File: config.mk
export PLATFORM = sky130hd
export DESIGN_NAME = avalon_stream_fifo
export DESIGN_NICKNAME = d
export VERILOG_FILES = /design/src/rtl/avalon_stream_fifo.sv
export SDC_FILE = /design/constraint.sdc
export NUM_CORES = 1
export LEC_CHECK = 0
export ABC_AREA = 0
export CORE_ASPECT_RATIO = 0.9
export CORE_MARGIN = 10
export CORE_UTILIZATION = 33
export CTS_BUF_LIST = sky130_fd_sc_hd__clkbuf_2 sky130_fd_sc_hd__clkbuf_4 sky130_fd_sc_hd__clkbuf_8
export DETAILED_ROUTE_END_ITERATION = 8
export HOLD_SLACK_MARGIN = 0.15
export MAX_ROUTING_LAYER = met4
export PLACE_DENSITY_LB_ADDON = 0.25
export SLEW_MARGIN = 20
export SYNTH_ARGS = -nofsm -noshare
export SYNTH_HDL_FRONTEND = slang
export SYNTH_SLANG_ARGS = --single-unit
File: constraint.sdc
create_clock -name clk -period 4.7 [get_ports clk]
set_clock_uncertainty 0.2 [all_clocks]
set_input_delay 0.94 -clock clk [delete_from_list [all_inputs] [get_ports clk]]
set_output_delay 0.94 -clock clk [all_outputs]
set_load 0.005 [all_outputs]
File: src/rtl/avalon_stream_fifo.sv
// Show-ahead ready/valid FIFO buffering an Avalon stream ahead of the clock crosser.
// Latency: a word pushed in cycle N appears on out_valid/out_data in cycle N+1; no bypass when empty.
// Backpressure: in_ready drops when full and rises only the cycle after a pop; AVALON_STREAM_FIFO_LEVEL_EN adds level/almost_full.
module avalon_stream_fifo #(
    parameter int DATA_WIDTH = 8,
    parameter int DEPTH_LOG2 = 2
) (
    input  logic                  clk,
    input  logic                  reset,
    output logic                  in_ready,
    input  logic                  in_valid,
    input  logic [DATA_WIDTH-1:0] in_data,
    input  logic                  out_ready,
    output logic                  out_valid,
    output logic [DATA_WIDTH-1:0] out_data
`ifdef AVALON_STREAM_FIFO_LEVEL_EN
    ,
    output logic [DEPTH_LOG2:0]   level,
    output logic                  almost_full
`endif
);

    localparam int DEPTH = 1 << DEPTH_LOG2;
    localparam logic [DEPTH_LOG2:0] DEPTH_CNT = (DEPTH_LOG2 + 1)'(DEPTH);
    localparam logic [DEPTH_LOG2:0] CNT_ONE   = (DEPTH_LOG2 + 1)'(1);
    localparam logic [DEPTH_LOG2-1:0] PTR_ONE = DEPTH_LOG2'(1);

    logic [DATA_WIDTH-1:0] mem [DEPTH];
    logic [DEPTH_LOG2-1:0] wr_ptr;
    logic [DEPTH_LOG2-1:0] rd_ptr;
    logic [DEPTH_LOG2:0]   count;
    logic                  push;
    logic                  pop;

    // Flags come only from the registered count, so no input-to-output combinational path exists.
    assign in_ready  = (count != DEPTH_CNT);
    assign out_valid = (count != '0);
    assign out_data  = mem[rd_ptr];

    assign push = in_valid & in_ready;
    assign pop  = out_valid & out_ready;

    // Storage is deliberately left out of reset; words are written only on an accepted push.
    always_ff @(posedge clk) begin
        if (push) begin
            mem[wr_ptr] <= in_data;
        end
    end

    always_ff @(posedge clk or posedge reset) begin
        if (reset) begin
            wr_ptr <= '0;
            rd_ptr <= '0;
            count  <= '0;
        end else begin
            if (push) begin
                wr_ptr <= wr_ptr + PTR_ONE;
            end
            if (pop) begin
                rd_ptr <= rd_ptr + PTR_ONE;
            end
            case ({push, pop})
                2'b10:   count <= count + CNT_ONE;
                2'b01:   count <= count - CNT_ONE;
                default: count <= count;
            endcase
        end
    end

`ifdef AVALON_STREAM_FIFO_LEVEL_EN
    assign level       = count;
    assign almost_full = (count >= (DEPTH_CNT - CNT_ONE));
`endif

endmodule

==> results by group <==
Power and ir drop
  – Combinational share of power: 32.0%
  – Sequential share of power: 45.7%
  – Lkg Pwr: 0.716 nW
  – Switch Pwr: 329 µW
  – Max rail drop VDD: 200 µV
  – Power density cells: 605 nW/µm²
  – Cell-internal power: 864 µW
  – Clock network fraction of design power: 22.4%
  – Net Sw Frac: 27.5%
  – Pwr Total: 1.19 mW

Worst hold path
  – Hold crit path type: flop to flop

Floorplanning
  – I/O pin count: 22
  – Rows: 23
  – Initial Util: 34.9%
  – DIE AREA: 7980 µm²
  – Core area: 4550 µm²
  – Height of the chip: 85.8 µm
  – Die W: 93.1 µm

Setup path
  – Endpoint class of the critical path: output pin
  – Worst EP arrival: 2060 ps
  – CP max FO: 10
  – Worst Setup Start Kind: flop
  – Setup CP Type: flop to output pin
  – Crit path required time: 3560 ps

Detailed routing
  – Vias: 764
  – Met2 WL: 1380 µm
  – # DRC: 0
  – Routed met1 length: 1120 µm
  – Number of DRC markers in iteration 0: 23
  – Vias per cell: 4.52
  – Detailed-route wire length per cell: 15.9 µm
  – Post-route antenna net violation count: 0
  – DR top layer: met4
  – DRT Pass-1 Iters: 4
  – Routed met3 length: 157 µm
  – Final WL: 2680 µm

Finish
  – ANT cells: 0
  – Layout Cells excl Fill: 169
  – Final-stage net count: 124
  – Area growth syn-to-layout: 24.4%
  – Layout cells sized above 1: 22.4%

Clocking
  – CTS tree: done
  – Clk slew on worst S/H paths: 80 ps
  – CTS resizes: 0
  – Clock Path Buffers: 2
  – Root Buffer: clkbuf_8
  – Cts bufs inserted: 5
  – Htree depth: 2
  – Clk_lat worst skew: 290 ps
  – Postcts setup bufs: 0
  – CTS Hold Bufs: 0
  – # clock sinks: 39

Timing
  – Max Clock Freq: 313 MHz
  – Slack of the critical path: 1500 ps
  – Fin crit period: 3200 ps
  – Part of the cycle the worst path needs: 68.0%
  – Worst-Margin Slew: 587 ps
  – Final setup TNS: 0 ps
  – Max-slew headroom: 60.9%
  – Final Hold Viols: 0
  – Slew Limit Fails: 0
  – Unrepaired setup endpoints after global routing: false
  – Setup violators final: 0

GRT
  – Grt total ovfl: 0
  – Vias in the first global route: 848
  – Initial antenna violation count: 0
  – GRT Overall Usage: 7.56%
  – First-pass GRT wire length: 4440 µm
  – Largest net degree at the start of global routing: 13

Synth
  – Synth Net Count: 98
  – Register area share after synthesis: 71.6%
  – Avg Synthesized Cell Area: 19.8 µm²
  – Total number of yosys warnings: 0
  – FF+latch count, synth: 39
  – Syn Inst Count: 80
  – Netlist cell types: 19
  – Synthesized area: 1590 µm²

Placement
  – Inst Count DP: 161
  – Routability cong.: 0.661
  – DP Wirelength: 1890 µm
  – Number of buffers added on ports: 21
  – Pre-CTS setup slack: 1750 ps

Flow run
  – Max_cap viols: 0

Run status
  – Outcome: complete, no violations
## power groups by stage
stage | Clock, mW | Combinational [mW] | Sequential (mW)
4_1_cts | 0.272 | 0.392 | 0.548
5_1_grt | 0.285 | 0.421 | 0.561
3_5_place_dp | 0 | 0.393 | 0.555
6_report | 0.267 | 0.382 | 0.545
3_3_place_gp | 0 | 0.381 | 0.550
2_1_floorplan | 0 | 0.264 | 0.501
## synth_stat cells (all sizes together)
| cell | count | area (µm²) |
|---|---|---|
| mux2 | 1 | 15.0 |
| xor2 | 3 | 26.3 |
| edfxtp | 32 | 961 |
| mux4 | 8 | 180 |
| fa | 1 | 20.0 |
| nand2 | 1 | 3.75 |
| and3 | 4 | 30.0 |
| ha | 5 | 62.6 |
| and2 | 1 | 8.76 |
| nor2 | 1 | 3.75 |
| buf | 2 | 8.75 |
| inv | 7 | 26.3 |
| o31a | 1 | 10.0 |
| or3b | 1 | 11.3 |
| or3 | 1 | 7.51 |
| dfrtp | 7 | 175 |
| mux2i | 1 | 10.0 |
| xnor2 | 3 | 26.3 |
## critical path, cell delays in order, from the launching register on
cell and delay [ps]:
dfrtp_1 720, mux4_2 580, clkdlybuf4s50_1 470
## kinds of logic (layout without fill, tap and decap cells)
logic type	Yosys count	in the layout	share of synthesized area (%)
AOI/OAI and AO/OA	1	1	0.631
xor gates and xnor gates	6	6	3.31
adders and majority gates	6	6	5.21
buffers and inverters	9	36	2.21
DFF	39	39	71.6
muxes	10	10	12.9
and+or+nand+nor	9	9	4.10
## final timing paths
check | from | end | slack (ps) | cells after the start
max in group asynchronous | reset | rd_ptr[1] | 3390 | 2
worst min-delay path | count[2] | count[2] | 320 | 1
min in group asynchronous | reset | count[1] | 690 | 2
worst max-delay path | rd_ptr[0] | out_data[3] | 1500 | 2
worst max register to register | count[0] | count[2] | 2290 | 9
worst min register to register | count[2] | count[2] | 320 | 1
## metrics by stage
stage	util (%)	cell area, µm²	hold WS, ps
global placement	41.0	1870	293
finish	43.4	1970	318
detailed placement	41.0	1870	308
floorplan	-	1590	269
global route	43.4	1970	352
CTS	43.4	1970	318
## final cells by class
cell class	count	area (µm²)
Inverter	7	26.3
Tap cell	62	77.6
Timing Repair Buffer	21	210
Fill cell	442	2570
Multi-Input combinational cell	32	415
Sequential cell	39	1140
Clock buffer	5	68.8
Clock inverter	3	38.8
## registers in the layout (all words and copies together), names as in the netlist
signal and count:
count 3, wr_ptr 2, mem 32, rd_ptr 2
## placed cells by master, fill, tap and decap left out
cell type,n
xnor2_1,3
inv_1,7
o31a_2,1
or3_2,1
nand2_1,1
and2_4,1
mux2i_1,1
mux2_4,1
clkbuf_8,5
dfrtp_1,7
clkdlybuf4s50_1,21
xor2_1,3
ha_1,5
nor2_1,1
edfxtp_1,32
or3b_4,1
clkinv_2,1
clkinv_1,1
and3_2,4
bufinv_16,1
mux4_2,8
fa_1,1
## layer usage
| metal | vias up | global-route usage, % |
|---|---|---|
| li1 | 352 | - |
| met1 | 391 | 8.17 |
| met2 | 17 | 12.0 |
| met3 | 4 | 3.57 |
| met4 | 0 | 2.52 |
| met5 | - | - |
(Power assumes the default switching activity.)
